<file path="config.mk">
export PLATFORM = sky130hd
export DESIGN_NAME = bkg_scroll_reader
export DESIGN_NICKNAME = d
export VERILOG_FILES = /design/src/rtl/bkg_scroll_reader.sv
export SDC_FILE = /design/constraint.sdc
export NUM_CORES = 1
export LEC_CHECK = 0
export ABC_AREA = 0
export BUFFER_PORTS_ARGS = -buffer_cell sky130_fd_sc_hd__buf_2
export CAP_MARGIN = 20
export CORE_MARGIN = 2
export CORE_UTILIZATION = 40
export CTS_CLUSTER_SIZE = 16
export DETAILED_ROUTE_END_ITERATION = 7
export PLACE_DENSITY = 0.72
export SYNTH_ARGS = -nofsm -noshare
export SYNTH_HDL_FRONTEND = slang
export SYNTH_SLANG_ARGS = --single-unit
</file>
<file path="constraint.sdc">
create_clock -name Clk -period 1.04 [get_ports Clk]
set_clock_uncertainty 0.05 [all_clocks]
set_input_delay 0.208 -clock Clk [delete_from_list [all_inputs] [get_ports Clk]]
set_output_delay 0.208 -clock Clk [all_outputs]
set_load 0.02 [all_outputs]
</file>
<file path="src/rtl/bkg_scroll_reader.sv">
// Background RAM scan engine: 4x4 pixel scaling, wrapping vertical scroll.
// Optional frame-paced scroll logic is built when BKG_SCROLL_EN is defined.
module bkg_scroll_reader #(
    parameter int IMG_DIM  = 160,
    parameter int SCALE_SH = 2,
    parameter int MAX_STEP = 31
) (
    input  logic        Clk,
    input  logic        Reset_n,
    input  logic [9:0]  DrawX,
    input  logic [9:0]  DrawY,
    input  logic        frame_tick,
    input  logic        scroll_add,
    input  logic [7:0]  scroll_amt,
    input  logic [23:0] data_In,
    output logic [14:0] read_address,
    output logic [23:0] bkg_rgb,
    output logic        bkg_valid,
    output logic [7:0]  scroll_offset
);

    localparam logic [9:0] VIS_W = 10'(IMG_DIM << SCALE_SH);
    localparam logic [9:0] VIS_H = 10'd480;
    localparam logic [8:0] DIM9  = 9'(IMG_DIM);

    logic        vis;
    logic [9:0]  col_full;
    logic [9:0]  yrow_full;
    logic [7:0]  col;
    logic [7:0]  yrow;
    logic [8:0]  y_sum;
    logic [8:0]  row9;
    logic [7:0]  row;
    logic [14:0] addr_c;
    logic        v1;
    logic        v2;

    assign vis       = (DrawX < VIS_W) && (DrawY < VIS_H);
    assign col_full  = DrawX >> SCALE_SH;
    assign yrow_full = DrawY >> SCALE_SH;
    assign col       = col_full[7:0];
    assign yrow      = yrow_full[7:0];

    // The sum never exceeds 2*IMG_DIM, so one subtract wraps it.
    assign y_sum = {1'b0, yrow} + {1'b0, scroll_offset};
    assign row9  = (y_sum >= DIM9) ? (y_sum - DIM9) : y_sum;
    assign row   = row9[7:0];

    assign addr_c = ({7'd0, row} << 7)
                  + ({7'd0, row} << 5)
                  + {7'd0, col};

    logic unused_addr_bits;
    assign unused_addr_bits = ^{col_full[9:8], yrow_full[9:8], row9[8]};

    always_ff @(posedge Clk or negedge Reset_n) begin
        if (!Reset_n) begin
            read_address <= 15'd0;
            v1           <= 1'b0;
            v2           <= 1'b0;
            bkg_rgb      <= 24'd0;
            bkg_valid    <= 1'b0;
        end else begin
            if (vis)
                read_address <= addr_c;
            v1        <= vis;
            v2        <= v1;
            bkg_rgb   <= v2 ? data_In : 24'd0;
            bkg_valid <= v2;
        end
    end

`ifdef BKG_SCROLL_EN
    localparam logic [7:0] MAX_STEP_W = 8'(MAX_STEP);

    typedef enum logic {
        IDLE  = 1'b0,
        DRAIN = 1'b1
    } state_t;

    state_t      state;
    logic [7:0]  pend;
    logic [7:0]  offset_q;
    logic        tick_go;
    logic [7:0]  step;
    logic [7:0]  pend_base;
    logic [7:0]  amt_eff;
    logic [8:0]  pend_sum;
    logic [7:0]  pend_next;
    logic [8:0]  off_sum;
    logic [7:0]  off_next;

    always_comb begin
        tick_go   = frame_tick && (state == DRAIN);
        step      = 8'd0;
        if (tick_go)
            step = (pend > MAX_STEP_W) ? MAX_STEP_W : pend;
        pend_base = pend - step;
        amt_eff   = scroll_add ? scroll_amt : 8'd0;
        pend_sum  = {1'b0, pend_base} + {1'b0, amt_eff};
        pend_next = pend_sum[8] ? 8'hFF : pend_sum[7:0];
        off_sum   = {1'b0, offset_q} + {1'b0, step};
        off_next  = (off_sum >= DIM9) ? 8'(off_sum - DIM9) : off_sum[7:0];
    end

    // Offset only moves at frame boundaries so a frame never tears.
    always_ff @(posedge Clk or negedge Reset_n) begin
        if (!Reset_n) begin
            state    <= IDLE;
            pend     <= 8'd0;
            offset_q <= 8'd0;
        end else begin
            pend <= pend_next;
            if (tick_go)
                offset_q <= off_next;
            unique case (state)
                IDLE: begin
                    if (scroll_add && (scroll_amt != 8'd0))
                        state <= DRAIN;
                end
                DRAIN: begin
                    if (pend_next == 8'd0)
                        state <= IDLE;
                end
                default: state <= IDLE;
            endcase
        end
    end

    assign scroll_offset = offset_q;
`else
    logic unused_scroll;
    assign unused_scroll = ^{frame_tick, scroll_add, scroll_amt};
    assign scroll_offset = 8'd0;
`endif

endmodule

</file>
## Yosys cells after proc, flatten, opt, wreduce, memory -nomap -nowiden

Index checks and enable logic that the tools add are counted.

| operators by class | value |
|---|---|
| add/subtract/negate cells | 3 |
| $lt $le $gt $ge | 3 |
| muxes and demuxes | 2 |
| reduce and logical (&&, ||, !) cells | 1 |

Operator list:

| kind | number |
|---|---|
| $mux 24 | 1 |
| $add 15x13->15 | 1 |
| $add 15x8->15 | 1 |
| $lt 10x10->1 const B | 1 |
| $lt 10x9->1 const B | 1 |
| $ge 8x8->1 const B | 1 |
| $mux 8 | 1 |
| $sub 8x8->8 const B | 1 |
| $logic_and 1x1->1 | 1 |

| word-level totals | value |
|---|---|
| register bits after elaboration | 42 |
| bits of input ports | 56 |
| output and inout bits | 48 |
| logic and storage cells | 14 |

## Logic depth before layout (Yosys ltp)

Gate-level depths: netlist of run 1.

| depth | value |
|---|---|
| depth in word-level cells | 4 |
| mapped depth | 12 |
| depth with buffers taken out | 12 |

## Least setup slack after synthesis of run 1

OpenSTA, ideal clock, no wires.

| timing path | value |
|---|---|
| path kind | input -> register |
| from | input port DrawY[8] |
| to | register read_address[13] |
| data arrival time | 2.749 ns |
| data required time | 0.921 ns |
| slack | -1.828 ns |
| stages on the path | 12 |
| cells stage by stage | inv_1 > ha_1 > or4b_2 > nor3_1 > o31ai_1 > xnor2_1 > ha_1 > ha_1 > o211ai_1 > nor3_1 > or4_1 > nand3_1 |

| between the ends | value |
|---|---|
| longest elaborated chain between the ends | 4 |
| elaborated cells on any way between the ends | 7 |
| those cells by class | add/sub (3); order compare (2); mux (1); reduce/logical (1) |

RTL lines:

| element | line | source |
|---|---|---|
| from (decl) | 11 | `input logic [9:0] DrawY,` |
| $sub 8x8->8 / $ge 8x8->1 (equally long branches) | 46 | `assign row9 = (y_sum >= DIM9) ? (y_sum - DIM9) : y_sum;` |
| $mux 8 | 46 |  |
| $add 15x13->15 | 50 | `+ ({7'd0, row} << 5)` |
| $add 15x8->15 | 51 | `+ {7'd0, col};` |
| to (signal assigned) | 65 | `read_address <= addr_c;` |
| to (decl) | 16 | `output logic [14:0] read_address,` |

Several ways; a longest one is shown, not always the timed one.
A chain may end at the register's enable or synchronous reset.

## Worst setup path in the final report of run 1

Ends and elaborated chain as after synthesis.

==> results of run 1 <==
-- what timing repair did --
item / in CTS / in global routing
hold endpoints to repair: 42 / 0
setup buffers: 14 / 10
setup endpoints to repair: 56 / 56
hold buffers: 1 / 0
pin swaps: 26 / 23
cloned: 0 / 0
gates resized for setup: 117 / 35
-- power by group through the flow --
stage,Combinational (uW),Clock [uW],Sequential (uW)
6_report,2120,1280,1960
4_1_cts,1870,1270,1950
3_3_place_gp,1380,0,1930
5_1_grt,2270,1370,1970
2_1_floorplan,584,0,2170
3_5_place_dp,1400,0,1930
-- worst max-delay path: stages --
cell	delay, ns
buf_12	0.11
inv_12	0.04
ha_4	0.10
or4b_4	0.46
nor3_4	0.17
o31ai_4	0.10
o21a_1	0.19
ha_1	0.33
ha_4	0.26
a21oi_2	0.15
o21ai_1	0.09
or4_1	0.42
nand3_1	0.10
-- through the flow --
step / TNS, ns / std cells / cell area [um^2] / hold slack (ns) / total power [uW]
after global routing: -14.05 / 387 / 3576 / 0.06247 / 5618
final: -12.08 / 387 / 3576 / 0.08034 / 5360
after detailed placement: -16.55 / 354 / 2758 / 0.1489 / 3337
after global placement: -16.05 / 354 / 2758 / 0.1460 / 3309
after floorplan: -11.11 / 188 / 2102 / -0.1376 / 2755
after CTS: -11.20 / 377 / 3378 / 0.05762 / 5094
-- final cells by class --
class                   instances  area (um^2)  share of cell area
flip-flops and latches         42         1051              0.2939
clock buffers                   6        72.57             0.02029
well taps                      67        83.83             0.02344
clock inverters                 2        37.54             0.01050
inverters                       9        63.81             0.01784
multi-input cells             124         1055              0.2950
repair buffers                137         1212              0.3390
-- kinds of logic (layout without fill, tap and decap cells) --
group	count (synthesis)	count (layout)	share of synthesized area
AOI/OAI and AO/OA	25	25	0.07814
xor gates and xnor gates	4	4	0.01779
adders and majority gates	19	19	0.1283
buffers and inverters	22	154	0.05845
DFF	42	42	0.5337
muxes	2	2	0.01080
other	1	8	0.001904
and+or+nand+nor	66	66	0.1709
-- state kept, by name (all words and copies together) (netlist names) --
| name | count |
|---|---|
| bkg_rgb | 24 |
| v1 | 1 |
| v2 | 1 |
| read_address | 15 |
| bkg_valid | 1 |
-- cell usage after synthesis --
cell type | count | area, um^2
buf_2 | 2 | 10.01
or2_2 | 1 | 6.260
nor3_1 | 2 | 10.01
fa_1 | 2 | 40.04
ha_1 | 17 | 212.7
and3_1 | 1 | 6.260
nand2_1 | 30 | 112.6
nor2_1 | 2 | 7.510
buf_4 | 8 | 60.06
or3_1 | 1 | 6.260
a21oi_1 | 5 | 25.02
conb_1 | 1 | 3.750
o21a_1 | 2 | 15.01
or4b_2 | 1 | 10.01
nand4_1 | 1 | 6.260
and2_1 | 24 | 150.1
mux2_2 | 1 | 11.26
o211ai_1 | 2 | 15.01
clkbuf_1 | 3 | 11.26
a211oi_1 | 3 | 22.52
inv_1 | 9 | 33.78
a31oi_1 | 1 | 6.260
dfrtp_1 | 42 | 1051
o31ai_1 | 2 | 15.01
nand3_1 | 1 | 5.000
xnor2_1 | 2 | 17.52
a21o_1 | 2 | 15.01
and4_1 | 1 | 8.760
mux2i_1 | 1 | 10.01
xor2_1 | 2 | 17.52
o21ai_0 | 8 | 40.04
or4_1 | 1 | 7.510
-- layer usage --
metal | up-vias | share of wire
li1 | 864 | -
met1 | 853 | 0.35
met2 | 79 | 0.57
met3 | 14 | 0.063
met4 | 0 | 0.025
met5 | - | 0
-- how the worst min path moves through the flow --
stage | startpoint | cells after the start | endpoint
after global routing | data_In[13] | 2 | bkg_rgb[13]
final | data_In[13] | 2 | bkg_rgb[13]
after CTS | DrawX[5] | 3 | read_address[3]
after floorplan | Reset_n | 0 | bkg_rgb[0]
after global placement | Reset_n | 2 | read_address[4]
after detailed placement | Reset_n | 2 | bkg_rgb[2]
==> impl_metrics.yaml, run 1 <==
worst_setup_path:
  crit_start: "DrawY[8]"
  rrSetupSlack_ns: 0.09
  crit_type: "primary input to flip-flop"
  critPathMaxFanout: 3
  r2r-end: "bkg_rgb[14]"
  startpoint_type: "primary input"
  arrival_ns: 2.73
  r2r-start: "v2"
  cp-end-kind: "flip-flop"
  crit_path_end: "read_address[13]"
  crit_required_ns: 1.22
  rr_worst_depth: 2
grt:
  grt_pass1_vias: 1807
  grt.overflow.total: 0
  track_usage: 0.1892
  antenna_found_initial: 0
  grt_pass1_wl_mm: 7.769
  use_met2: 0.3780
  grt.busiest_layer: "met2"
  grt_max_degree: 43
  grt_use_met1: 0.1853
  grt_util_met3: 0.03930
drt:
  vias: 1810
  wirelength_mm: 5.543
  postRouteAntennaNets: 0
  drt_first_pass_iters: 5
  drt_iter0_drc: 92
  routedWlPerCell_um: 14.32
  avgViaCountPerCell: 4.677
  drc: 0
cts:
  cts.sinks: 42
  clock_path_buffers: 2
  clk_pin_slew_ns: 0.08
  cts_tree: "built"
  htreeDepth: 2
  cts_buffers: 5
  insertion_delay_ns: 0.29
  cts-root-buf: "clkbuf_8"
placement:
  place.gp.congestion: 0.8090
  io_buffers: 81
  hpwl_mm: 3.411
  pre_cts_slack_ns: -1.934
sta:
  rsz0062_at_grt: "yes"
  min_period_over_period: 2.450
  final_hold_viol_count: 0
  setup_viol: 53
  layout_setup_ws_ns: -1.508
  slew_viol_final: 0
  fmax_ghz: 0.3924
  period_needed_ns: 2.548
final_layout:
  finalNetCount: 394
  final_common_cell: "buf_6"
  fillers: 287
  area_growth_pct: 81.58
  antenna_cells: 0
  layout_common_cells: "55 x buf_6, 42 x dfrtp_1, 41 x buf_4, 34 x buf_2, 24 x and2_1"
  final_util: 0.7571
  drive_gt1_frac: 0.5875
worst_hold_path:
  hold_path.class: "primary input to flip-flop"
synthesis:
  yosys_warnings: 0
  synth_area_um2: 1969
  yosysUniqueCellTypes: 32
  synth_cells: 181
  ys_seq_area_frac: 0.5337
  syn_avg_cell_area_um2: 10.88
  ys_ff_latch: 42
power:
  p_comb_frac: 0.395
  p_int_uw: 3702
  power.share.switching: 0.3093
  power_frac_seq: 0.366
  p_sw_uw: 1658
  power_density_nw_per_um2: 1499
  vdd_drop_max_uv: 661.3
  power.clock.fraction: 0.239
  leakage_uw: 0.001828
run_status:
  violations: "setup timing"
  status: "complete, but fails checks"
floorplan:
  die-area_um2: 5500
  start_util: 0.4170
  die_h_um: 74.17
  num_rows: 25
  fp.dieW_um: 74.17
  core_area_um2: 4723
  ios: 104
job:
  drv_cap: 0
Power figures use the tool's default switching activity.
==> run 2: changes to the inputs <==
--- a/config.mk
+++ b/config.mk
@@ -5,14 +5,14 @@
 export SDC_FILE = /design/constraint.sdc
 export NUM_CORES = 1
 export LEC_CHECK = 0
-export ABC_AREA = 0
+export ABC_AREA = 1
 export BUFFER_PORTS_ARGS = -buffer_cell sky130_fd_sc_hd__buf_2
 export CAP_MARGIN = 20
 export CORE_MARGIN = 2
 export CORE_UTILIZATION = 40
 export CTS_CLUSTER_SIZE = 16
 export DETAILED_ROUTE_END_ITERATION = 7
-export PLACE_DENSITY = 0.72
+export PLACE_DENSITY = 0.71
 export SYNTH_ARGS = -nofsm -noshare
 export SYNTH_HDL_FRONTEND = slang
 export SYNTH_SLANG_ARGS = --single-unit
==> run 2 against run 1 <==
Net effect: the flow still finishes with violations (setup timing); setup slack improved by 0.52 ns; clock power down 22%; sequential share of layout area shrank 2.0 points; global-route usage increased by 2.0 points; largest cell class unchanged; synthesized cell count up 35%; largest power group unchanged; critical endpoint is now read_address[12].
==> impl_metrics.yaml, run 2 <==
synthesis:
  synth_commonest_cells: "89 x nand2_1, 42 x dfrtp_1, 41 x inv_1"
  syn_avg_cell_area_um2: 8.707
  yosysUniqueCellTypes: 26
  async_flop_share: 1.000
  synth_top_flop_cell: "dfrtp_1"
  synth_top_area_cell: "dfrtp_1"
  synth_area_um2: 2125
  synth_cells: 244
  ys_top_cells_by_area: "dfrtp_1 49%, nand2_1 16%, ha_1 10%"
  synthMostInstantiatedCell: "nand2_1"
  ys_seq_area_frac: 0.4947
  ys_ff_latch: 42
  netlist.area_leader.share: 0.4947
  synth_edf_count: 0
  yosys_warnings: 0
sta:
  layout_setup_ws_ns: -0.9862
  setup_viol: 54
  rsz0062_at_grt: "yes"
  period_needed_ns: 2.026
  tns_ns: -7.600
  min_period_over_period: 1.948
  slew_viol_final: 0
  timing.hold.ws_ns: 0.05897
  final_hold_viol_count: 0
  fmax_ghz: 0.4935
placement:
  placed_cells: 430
  place.gp.congestion: 0.8297
  io_buffers: 81
  hpwl_mm: 3.589
  placed_area_um2: 3000
power:
  power_density_nw_per_um2: 1355
  power_uw: 5192
  vdd_drop_max_uv: 636.6
  leakage_uw: 0.002190
grt:
  grt_pass1_wl_mm: 9.784
  antenna_found_initial: 0
  grt.overflow.total: 0
  grt_pass1_vias: 2052
  track_usage: 0.2095
  grt_max_degree: 43
worst_setup_path:
  startpoint_type: "primary input"
  r2r-start: "read_address[1]"
  crit_path_frequent_cell: "nand2_1"
  arrival_ns: 2.16
  cp-end-kind: "flip-flop"
  critPathMaxFanout: 5
  crit_family: "simple AND/OR/NAND/NOR gates"
  r2r-end: "read_address[1]"
  crit_type: "primary input to flip-flop"
  crit_chain: "buf_12 > inv_16 > ha_4 > nand2_2 > nor2_1 > nand2_1 > nand2_4 > nor2_4 > a21oi_2 > ha_4 > ha_4 > nand2_1 > nand2_1 > o21bai_1 > or2_0 > nand3_1 > nand2_1"
  rrSetupSlack_ns: 0.10
  crit_required_ns: 1.17
  slowest_delay_ns: 0.26
  rr_worst_depth: 4
  cp_slowest_cell: "ha_4"
  worst-path-buf-inv: 2
final_layout:
  area_growth_pct: 80.39
  layout_common_cells: "70 x nand2_1, 54 x buf_4, 52 x buf_6, 42 x dfrtp_1"
  drive_gt1_frac: 0.5253
  fillers: 311
  antenna_cells: 0
  largest_reg_flops: 24
  finalNetCount: 471
  largestRegisters: "bkg_rgb x24, read_address x15"
  stdcell_count: 466
  final_common_cell: "nand2_1"
  regMostFlops: "bkg_rgb"
  finalInstanceArea_um2: 3832
cts:
  cts_tree: "built"
  clk_pin_slew_ns: 0.08
  cts_buffers: 5
  insertion_delay_ns: 0.29
  clock_path_buffers: 2
  cts-root-buf: "clkbuf_8"
  cts.sinks: 42
  htreeDepth: 2
floorplan:
  fp.dieW_um: 76.88
  core_area_um2: 5107
  die-area_um2: 5911
  ios: 104
  die_h_um: 76.88
  start_util: 0.4160
  num_rows: 26
drt:
  vias: 2130
  drt_iter0_drc: 51
  routedWlPerCell_um: 15.01
  wirelength_mm: 6.996
  postRouteAntennaNets: 0
  drc: 0
  drt_first_pass_iters: 4
  avgViaCountPerCell: 4.571
job:
  drv_cap: 0
run_status:
  violations: "setup timing"
  status: "complete, but fails checks"
worst_hold_path:
  whs_endpoint: "bkg_rgb[13]"
  min_path_cells: 3
  hold_start: "data_In[13]"
  hold_path.class: "primary input to flip-flop"
==> run 2: cell count changes after synthesis, moves of 3 or more <==
cell and change:
a211oi_1 -3, nor2_1 +5, o21ai_0 -5, nand2_1 +59, and2_1 -24, inv_1 +32, nand3_1 +8
==> run 2: timing repair <==
item	CTS	global route
pin swaps	23	10
gates resized for setup	119	24
hold buffers	1	0
hold endpoints to repair	42	0
gates cloned	2	0
setup endpoints to repair	56	56
buffers inserted	14	12
==> run 2: layout make-up <==
type	count	area, um^2	area share
clock inverter	2	10.01	0.002612
tap	70	87.58	0.02285
clock buffer	5	68.82	0.01796
sequential	42	1051	0.2742
timing repair buffer	148	1276	0.3330
inverter	44	201.4	0.05256
multi-input combinational	154	1126	0.2938
timing repair inverter	1	11.26	0.002938
==> run 2: tightest hold or removal path, stage by stage <==
cell and delay, ns:
buf_2 0.07, nand2_1 0.05, inv_1 0.04
==> run 2: per-stage QoR <==
stage	util	setup slack, ns
final	0.7504	-0.9862
after global routing	0.7504	-1.154
after CTS	0.7124	-0.9267
after detailed placement	0.5875	-1.371
after global placement	0.5875	-1.305
after floorplan	-	-1.006
==> run 2: worst max path at each step <==
stage	end	startpoint	depth (start not counted)	slack (ns)
floorplan	read_address[12]	DrawY[8]	16	-1.01
global placement	read_address[12]	DrawY[8]	17	-1.31
detailed placement	read_address[12]	DrawY[8]	17	-1.37
CTS	read_address[12]	DrawY[8]	17	-0.93
global route	read_address[14]	DrawY[8]	19	-1.15
finish	read_address[12]	DrawY[8]	17	-0.99
==> run 2: cells by family (layout without fill, tap and decap cells) <==
| kind of cell | count (synthesis) | after routing | synth area share |
|---|---|---|---|
| other | 1 | 8 | 0.001765 |
| and+or+nand+nor | 112 | 113 | 0.2214 |
| DFF | 42 | 42 | 0.4947 |
| adders and majority gates | 19 | 19 | 0.1190 |
| buffers and inverters | 56 | 200 | 0.1213 |
| xor gates and xnor gates | 3 | 3 | 0.01237 |
| AOI/OAI and AO/OA | 11 | 11 | 0.02944 |
==> run 2: layer usage <==
layer  GRT usage  wire length [um]
met2      0.4000              4027
met3     0.04353               358
met1      0.2323              2485
met4     0.05818               126
met5           0                 0
==> run 2: power by group <==
part | switching (uW) | internal (uW)
combinational | 1070 | 1180
clock | 547 | 451
sequential | 133 | 1810
